--- config.mk ---
export PLATFORM = sky130hd
export DESIGN_NAME = if_fetch_queue
export DESIGN_NICKNAME = d
export VERILOG_FILES = /design/src/rtl/riscv_pkg.sv /design/src/rtl/drac_pkg.sv /design/src/rtl/if_fetch_queue.sv
export SDC_FILE = /design/constraint.sdc
export NUM_CORES = 1
export LEC_CHECK = 0
export BUFFER_PORTS_ARGS = -buffer_cell sky130_fd_sc_hd__clkbuf_2
export CORE_UTILIZATION = 40
export DETAILED_ROUTE_END_ITERATION = 6
export SYNTH_ARGS = -nofsm -noshare
export SYNTH_HDL_FRONTEND = slang
export SYNTH_SLANG_ARGS = --single-unit
export TNS_END_PERCENT = 20
--- constraint.sdc ---
create_clock -name clk_i -period 21.3 [get_ports clk_i]
set_input_delay 1.065 -clock clk_i [delete_from_list [all_inputs] [get_ports clk_i]]
set_output_delay 1.065 -clock clk_i [all_outputs]
set_load 0.02 [all_outputs]
--- src/rtl/riscv_pkg.sv ---
// RISC-V architectural constants shared across the core.
// No logic; widths only.
// Consumers import scoped names rather than redefining them.
package riscv_pkg;

   localparam int INST_SIZE = 32;

endpackage : riscv_pkg

--- src/rtl/drac_pkg.sv ---
// Shared core-wide widths and the fetch-queue entry layout.
// No logic; types and constants only.
// The entry struct is the single definition used by fetch and decode.
package drac_pkg;

   localparam int ADDR_SIZE         = 40;
   localparam int INST_SIZE         = riscv_pkg::INST_SIZE;
   localparam int FETCH_QUEUE_DEPTH = 4;

   // One fetched instruction as it travels from icache response to decode.
   typedef struct packed {
      logic [ADDR_SIZE-1:0] pc;
      logic [INST_SIZE-1:0] inst;
      logic                 xcp;
   } fetch_entry_t;

endpackage : drac_pkg

--- src/rtl/if_fetch_queue.sv ---
// Instruction fetch queue between the icache response port and decode.
// Latency: an entry enqueued on edge N is visible on deq_* after edge N (1 cycle), no bypass.
// Backpressure: resp_ready_o drops when full or after a faulting fetch; fetch_stall_o warns one entry early.
module if_fetch_queue #(
   parameter int DEPTH     = drac_pkg::FETCH_QUEUE_DEPTH,
   parameter int ADDR_SIZE = drac_pkg::ADDR_SIZE,
   parameter int INST_SIZE = drac_pkg::INST_SIZE
) (
   input  logic                       clk_i,
   input  logic                       rst_i,
   input  logic                       flush_i,
   input  logic                       resp_valid_i,
   input  logic [INST_SIZE-1:0]       resp_inst_i,
   input  logic                       resp_xcp_i,
   input  logic [ADDR_SIZE-1:0]       resp_pc_i,
   output logic                       resp_ready_o,
   output logic                       fetch_stall_o,
   input  logic                       deq_ready_i,
   output logic                       deq_valid_o,
   output logic [ADDR_SIZE-1:0]       deq_pc_o,
   output logic [INST_SIZE-1:0]       deq_inst_o,
   output logic                       deq_xcp_o,
   output logic [$clog2(DEPTH):0]     count_o
);

   // DEPTH must be a power of two (>= 2) so the pointers wrap for free.
   localparam int PTR_W = $clog2(DEPTH);
   localparam int CNT_W = PTR_W + 1;

   localparam logic [CNT_W-1:0] CNT_FULL  = CNT_W'(DEPTH);
   localparam logic [CNT_W-1:0] CNT_STALL = CNT_W'(DEPTH - 1);

   drac_pkg::fetch_entry_t mem_q [DEPTH];

   logic [PTR_W-1:0] head_q;
   logic [PTR_W-1:0] tail_q;
   logic [CNT_W-1:0] count_q;
   logic             xcp_block_q;

   logic full;
   logic enq;
   logic deq;

   // Full/empty come from the occupancy count, never from pointer compare.
   assign full          = (count_q == CNT_FULL);
   assign deq_valid_o   = (count_q != '0);

   // Ready depends only on registered state, so a full queue refuses input
   // even in a cycle where decode is draining it.
   assign resp_ready_o  = !full && !xcp_block_q;
   assign fetch_stall_o = (count_q >= CNT_STALL) || xcp_block_q;

   // Flush wins over both handshakes; a response arriving with it is dropped.
   assign enq = resp_valid_i && resp_ready_o && !flush_i;
   assign deq = deq_valid_o && deq_ready_i && !flush_i;

   // Head storage drives decode directly; storage is zeroed by reset so
   // these never show X even while deq_valid_o is low.
   assign deq_pc_o   = mem_q[head_q].pc;
   assign deq_inst_o = mem_q[head_q].inst;
   assign deq_xcp_o  = mem_q[head_q].xcp;
   assign count_o    = count_q;

   // Pointer and occupancy bookkeeping; flush returns everything to origin.
   always_ff @(posedge clk_i or posedge rst_i) begin
      if (rst_i) begin
         head_q  <= '0;
         tail_q  <= '0;
         count_q <= '0;
      end else if (flush_i) begin
         head_q  <= '0;
         tail_q  <= '0;
         count_q <= '0;
      end else begin
         if (enq) begin
            tail_q <= tail_q + PTR_W'(1);
         end
         if (deq) begin
            head_q <= head_q + PTR_W'(1);
         end
         case ({enq, deq})
            2'b10:   count_q <= count_q + CNT_W'(1);
            2'b01:   count_q <= count_q - CNT_W'(1);
            default: count_q <= count_q;
         endcase
      end
   end

   // A faulting fetch freezes intake: nothing past it may be decoded until
   // the pipeline redirects with a flush.
   always_ff @(posedge clk_i or posedge rst_i) begin
      if (rst_i) begin
         xcp_block_q <= 1'b0;
      end else if (flush_i) begin
         xcp_block_q <= 1'b0;
      end else if (enq && resp_xcp_i) begin
         xcp_block_q <= 1'b1;
      end
   end

   // Entry storage is written only on enqueue; flush leaves stale data behind.
   always_ff @(posedge clk_i or posedge rst_i) begin
      if (rst_i) begin
         for (int i = 0; i < DEPTH; i++) begin
            mem_q[i] <= '0;
         end
      end else if (enq) begin
         mem_q[tail_q] <= '{pc: resp_pc_i, inst: resp_inst_i, xcp: resp_xcp_i};
      end
   end

endmodule : if_fetch_queue

==> metrics.yaml, run 1 <==
rows: 69
p_sw_uw: 741
final_antenna_net_count: 0
endpoint_kind: "primary output"
clk_pin_slew_ns: 0.05
rsz0062_at_grt: "false"
worstSetupStartpointType: "flip-flop"
htree_levels: 2
syn_area_um2: 14600
fin_util: 0.458
post-route-drc-count: 22
cpLargestDelayFamily: "flip-flops"
clockRootBuffer: "clkbuf_16"
violations: "design-rule violations"
routed_wl_um: 29800
cts_hold_buf: 0
busiest_layer: "met1"
hold_viol: 0
grt_antenna_before_repair: 1
hpwl_um: 17900
avgRoutedWirePerCell_um: 21.3
core_um2: 35700
p_sw_frac: 0.303
antenna_cells: 0
crit_arrival_ns: 2.99
yosysUniqueCellTypes: 28
grt.overflow.total: 0
clkLatencyLatePin_ns: 0.50
worst-setup-path-type: "reg -> out"
synthTopCellsByArea: "dfrtp_1, mux2_4, mux4_2"
slowest_stage: "dfrtp_4"
grt_util_all_layers: 0.167
tritoncts: "yes"
combinationalPowerShare: 0.370
finalClockSkew_ns: 0.00924
cts_post_setup_buffers_inserted: 0
dieArea_um2: 37200
start_util: 0.408
tightest_slew_ns: 0.962
crit_chain: "buf_4 -> mux4_2 -> clkbuf_2"
grt_max_degree: 82
p_seq_frac: 0.398
final_max_slew_viol_count: 0
cp.required_ns: 20.24
period_needed_ns: 4.05
worst-path-buf-inv: 2
clock_power_share: 0.233
synth_seq_area_share: 0.515
dieWidth_um: 193
syn2layout_area_growth_pct: 12.4
cts_resized: 0
first_pass_iters: 7
met1_usage: 0.248
synth_top_area_frac: 0.515
maxCapViolations: 0
clock.fmax_mhz: 247
place.port_buffers: 156
layout.nets: 996
placed_cell_area_um2: 15300
numCtsBuffers: 35
drtIter0Drc: 351
ys.flop_type: "dfrtp_1"
setup_viol: 0
synth_edf_count: 0
synth_common_cells: "dfrtp_1, mux2_4, mux4_2"
netlist_instances: 760
drive_gt1_frac: 0.624
synthArstFlopShare: 1.00
grt_pass1_vias: 7802
final_area_um2: 16400
finalCritPeriodShare: 0.190
holdWs_ns: 0.500
synth_area_per_cell_um2: 19.2
max_stage_delay_ns: 0.94
synth_nets: 843
yosysWarnings: 0
yosys.area.top_type: "dfrtp_1"
fp.dieH_um: 193
grt_pass1_wl_um: 47500
met3_usage: 0.0402
grt_use_met2: 0.244
p_leak_uw: 0.00750
cts_sinks: 300
clock_path_buffers: 3
num-fill-cells: 3111
slew_headroom: 0.359
hp-class: "reg -> reg"
tns_ns: 0
synth_most_common_cell: "dfrtp_1"
globalplace.congestion: 0.691
vias: 7138
io_pins: 157
worstPathMaxFanout: 43
regArea_um2: 7510
power_density_nw_per_um2: 149
vias_per_cell: 5.11
multi_input_area_um2: 6330
ir_worst_vdd_mv: 0.0598
run_status: "finished with violations"
synth_seq_cells: 300
p_int_uw: 1710
cell usage in the layout (no fill, tap or decap), types with 3 or more instances in the layout:
| master | instances |
|---|---|
| clkbuf_16 | 37 |
| clkbuf_8 | 4 |
| mux4_2 | 73 |
| nand2b_1 | 3 |
| and2_4 | 4 |
| dfrtp_1 | 298 |
| mux2_2 | 14 |
| ha_1 | 4 |
| nor2b_1 | 3 |
| mux2_4 | 280 |
| clkbuf_1 | 17 |
| clkbuf_2 | 156 |
| buf_4 | 9 |
| nor2_1 | 9 |
power groups by stage:
| stage | clock network, uW | logic (uW) | registers, uW |
|---|---|---|---|
| finish | 570 | 905 | 974 |
| global placement | 0 | 904 | 977 |
| CTS | 589 | 919 | 975 |
| detailed placement | 0 | 918 | 974 |
| global route | 615 | 965 | 1010 |
| floorplan | 0 | 747 | 920 |
routing by layer:
metal	up-vias	wire (um)	share of wire
li1	3116	-	-
met1	3845	14500	0.49
met2	135	13100	0.44
met3	40	1740	0.058
met4	2	462	0.015
met5	-	13	0.00044
kinds of logic (layout without fill, tap and decap cells):
logic type / count (synthesis) / in the layout / synth area share
buffers and inverters: 52 / 229 / 0.0502
adders and majority gates: 5 / 5 / 0.00481
AOI/OAI and AO/OA: 6 / 6 / 0.00275
DFF: 300 / 300 / 0.515
and+or+nand+nor: 25 / 25 / 0.0115
muxes: 369 / 369 / 0.414
xor gates and xnor gates: 3 / 3 / 0.00180
area by class of cell:
cell class              count  share of cell area
clock buffers              58              0.0638
repair buffers            165              0.0518
flip-flops and latches    300               0.459
clock inverters             3             0.00260
multi-input cells         408               0.387
inverters                   3             0.00115
well taps                 461              0.0352
state kept, by name, summed over array words and instances, names as in the netlist:
| signal | flops |
|---|---|
| mem_q | 292 |
| count_o | 3 |
| tail_q | 2 |
| head_q | 2 |
| xcp_block_q | 1 |
stage by stage:
step / std cells / worst slack [ns] / power [uW]
detailed placement: 1337 / 17.48 / 1890
finish: 1398 / 17.25 / 2450
global route: 1398 / 17.05 / 2590
CTS: 1398 / 17.09 / 2480
global placement: 1337 / 17.53 / 1880
floorplan: 760 / 11.95 / 1670
worst paths after layout:
| path | from | end | slack [ns] | cells past startpoint |
|---|---|---|---|---|
| min | mem_q[78] | mem_q[78] | 0.50 | 1 |
| max in group asynchronous | rst_i | head_q[1] | 18.27 | 4 |
| min in group asynchronous | rst_i | mem_q[134] | 0.63 | 2 |
| max reg2reg | count_o[0] | mem_q[176] | 18.27 | 5 |
| max | head_q[0] | deq_inst_o[26] | 17.25 | 3 |
| min reg2reg | mem_q[78] | mem_q[78] | 0.50 | 1 |
(Power assumes the default switching activity.)
==> run 2, diff against run 1 <==
==> constraint.sdc (replaced) <==
create_clock -name clk_i -period 3.5 [get_ports clk_i]
set_input_delay 0.175 -clock clk_i [delete_from_list [all_inputs] [get_ports clk_i]]
set_output_delay 0.175 -clock clk_i [all_outputs]
set_load 0.02 [all_outputs]
==> run 2 against run 1 <==
Net effect:
- the flow still finishes with violations (design-rule violations)
- critical path type unchanged
- clock skew down 0.0024 ns
- combinational power grew to 6.2 times the previous value
- critical endpoint is now deq_inst_o[16]
- clock power rose to 6.7 times the previous value
==> metrics.yaml, run 2 (synthesis gave the netlist of run 1 again) <==
cts_resized: 0  # unchanged
cts_sinks: 300  # unchanged
rsz0062_at_grt: "false"
endpoint_kind: "primary output"
num-fill-cells: 3035  # -2.4%
cp.required_ns: 3.32  # -16.92 ns
clk_pin_slew_ns: 0.06  # about the same
dieArea_um2: 37200  # unchanged
grt_antenna_before_repair: 1  # unchanged
p_sw_uw: 4590  # +520%
grt_pass1_vias: 8161  # +4.6%
syn2layout_area_growth_pct: 19.7
grt_max_degree: 131  # +60%
clock_path_buffers: 3  # unchanged
vias_per_cell: 5.01  # -2.0%
numCtsBuffers: 36  # +2.9%
tightest_slew_ns: 0.794  # -0.168 ns
drtIter0Drc: 317  # -9.7%
slew_headroom: 0.471  # +0.112
finalCritPeriodShare: 0.727
r2r-start: "count_o[2]"
busiest_layer: "met2"
first_pass_iters: 6  # -1
violations: "design-rule violations"
clock_power_share: 0.249  # +0.016
p_seq_frac: 0.384  # -0.014
layout.nets: 1078  # +8.2%
hold_depth: 2  # +1
post-route-drc-count: 44  # +100%
fp.dieH_um: 193  # unchanged
core_um2: 35700  # unchanged
tritoncts: "yes"
grt_pass1_wl_um: 48100  # +1.3%
cts_post_setup_buffers_inserted: 0  # unchanged
regMostFlops: "mem_q"
crit_arrival_ns: 2.37  # -0.62 ns
hpwl_um: 17900  # -0.37%
setup_viol: 0  # unchanged
grt_util_all_layers: 0.168  # +0.00140
rows: 69  # unchanged
clockRootBuffer: "clkbuf_16"
htree_levels: 2  # unchanged
drive_gt1_frac: 0.591  # -0.0338
worst-setup-path-type: "reg -> out"
place.port_buffers: 156  # unchanged
final_antenna_net_count: 0  # unchanged
hp-start: "flush_i"
finalClockSkew_ns: 0.00681  # -0.00243 ns
met3_usage: 0.0362  # -0.00400
vias: 7403  # +3.7%
maxCapViolations: 0  # unchanged
combinationalPowerShare: 0.368  # -0.002
met1_usage: 0.247  # -0.00143
grt_use_met2: 0.248  # +0.00441
crit_chain: "buf_4 -> mux4_2 -> clkbuf_2"
clkLatencyLatePin_ns: 0.51  # about the same
largest_register_ffs: 292  # unchanged
final_cell_mix: "dfrtp_1, mux2_4, clkbuf_2"
start_util: 0.408  # unchanged
routed_wl_um: 30300  # +1.6%
worst-path-buf-inv: 2  # unchanged
final_max_slew_viol_count: 0  # unchanged
dieWidth_um: 193  # unchanged
run_status: "finished with violations"
reg2reg_depth: 5  # unchanged
worstSetupStartpointType: "flip-flop"
clock.fmax_mhz: 393
p_int_uw: 10800  # +530%
place_ws_ns: 1.04  # -16.45 ns
setup_slack_ns: 0.954  # -16.29 ns
hp-class: "in -> reg"
hold_end: "tail_q[1]"
p_sw_frac: 0.299  # -0.00404
rr_endpoint: "mem_q[20]"
avgRoutedWirePerCell_um: 20.5  # -4.0%
grt.overflow.total: 0  # unchanged
power_density_nw_per_um2: 881  # +490%
tns_ns: 0  # unchanged
ir_worst_vdd_mv: 0.429  # +620%
hold_viol: 0  # unchanged
rrSetupSlack_ns: 1.06  # -17.21 ns
cpLargestDelayFamily: "flip-flops"
period_needed_ns: 2.55
slowest_stage: "dfrtp_4"
p_leak_uw: 0.00795  # +6.0%
worstPathMaxFanout: 19  # -56%
final_common_cell: "dfrtp_1"
max_stage_delay_ns: 0.69  # -0.25 ns
globalplace.congestion: 0.708  # +2.4%
cts_hold_buf: 74  # +74
io_pins: 157  # unchanged
==> run 2: cell types whose count changed in the layout (fill, tap and decap cells not counted), sizes merged <==
cell	previous run	this run
dlygate4sd3	0	74
clkbuf	214	205
buf	9	16
inv	3	2
clkinv	1	5
diode	0	2
bufinv	1	5
==> run 2: worst max-delay path by stage <==
stage          startpoint  slack, ns  depth (start not counted)             end
2_1_floorplan       rst_i      -0.66                          1      count_o[0]
3_3_place_gp   count_o[0]       1.14                          5       mem_q[27]
3_5_place_dp   count_o[0]       1.04                          5       mem_q[18]
4_1_cts         head_q[0]       0.86                          3  deq_inst_o[16]
5_1_grt         head_q[0]       0.81                          3  deq_inst_o[16]
6_report        head_q[0]       0.95                          3  deq_inst_o[16]
==> run 2: per-stage QoR <==
step,hold slack [ns],util,power [uW],cells,cell area (um2)
after floorplan,0.323,-,10100,760,14600
final,0.0378,0.488,15400,1479,17400
after CTS,0.0264,0.488,15500,1477,17400
after detailed placement,0.260,0.433,11500,1344,15500
after global placement,0.263,0.433,11400,1344,15500
after global routing,0.0332,0.488,16200,1478,17400
==> run 2: area by class of cell <==
class                   count  area (um2)  share of cell area
flip-flops and latches    300        7510               0.431
multi-input cells         408        6330               0.363
repair buffers            246        1790               0.103
clock buffers              49        1020              0.0586
well taps                 461         577              0.0331
clock inverters            10         179              0.0103
inverters                   3        15.0            0.000861
diodes                      2        5.00            0.000287
==> run 2: per-layer routing <==
layer | wire length (um) | up-vias
met2 | 13400 | 146
li1 | - | 3287
met4 | 586 | 0
met3 | 1570 | 42
met5 | 0 | -
met1 | 14800 | 3928
==> run 2: worst reg2reg max path, stage by stage (launching register included) <==
cell     delay [ns]
dfrtp_1        0.45
nor3b_4        0.21
nor4b_4        0.31
and2_4         0.66
buf_12         0.33
mux2_4         0.36
==> run 2: power groups by stage <==
stage / combinational, uW / clock, uW / sequential [uW]
floorplan: 4550 / 0 / 5600
global placement: 5540 / 0 / 5890
detailed placement: 5620 / 0 / 5900
CTS: 5710 / 3930 / 5900
global route: 6020 / 4070 / 6090
finish: 5650 / 3820 / 5900
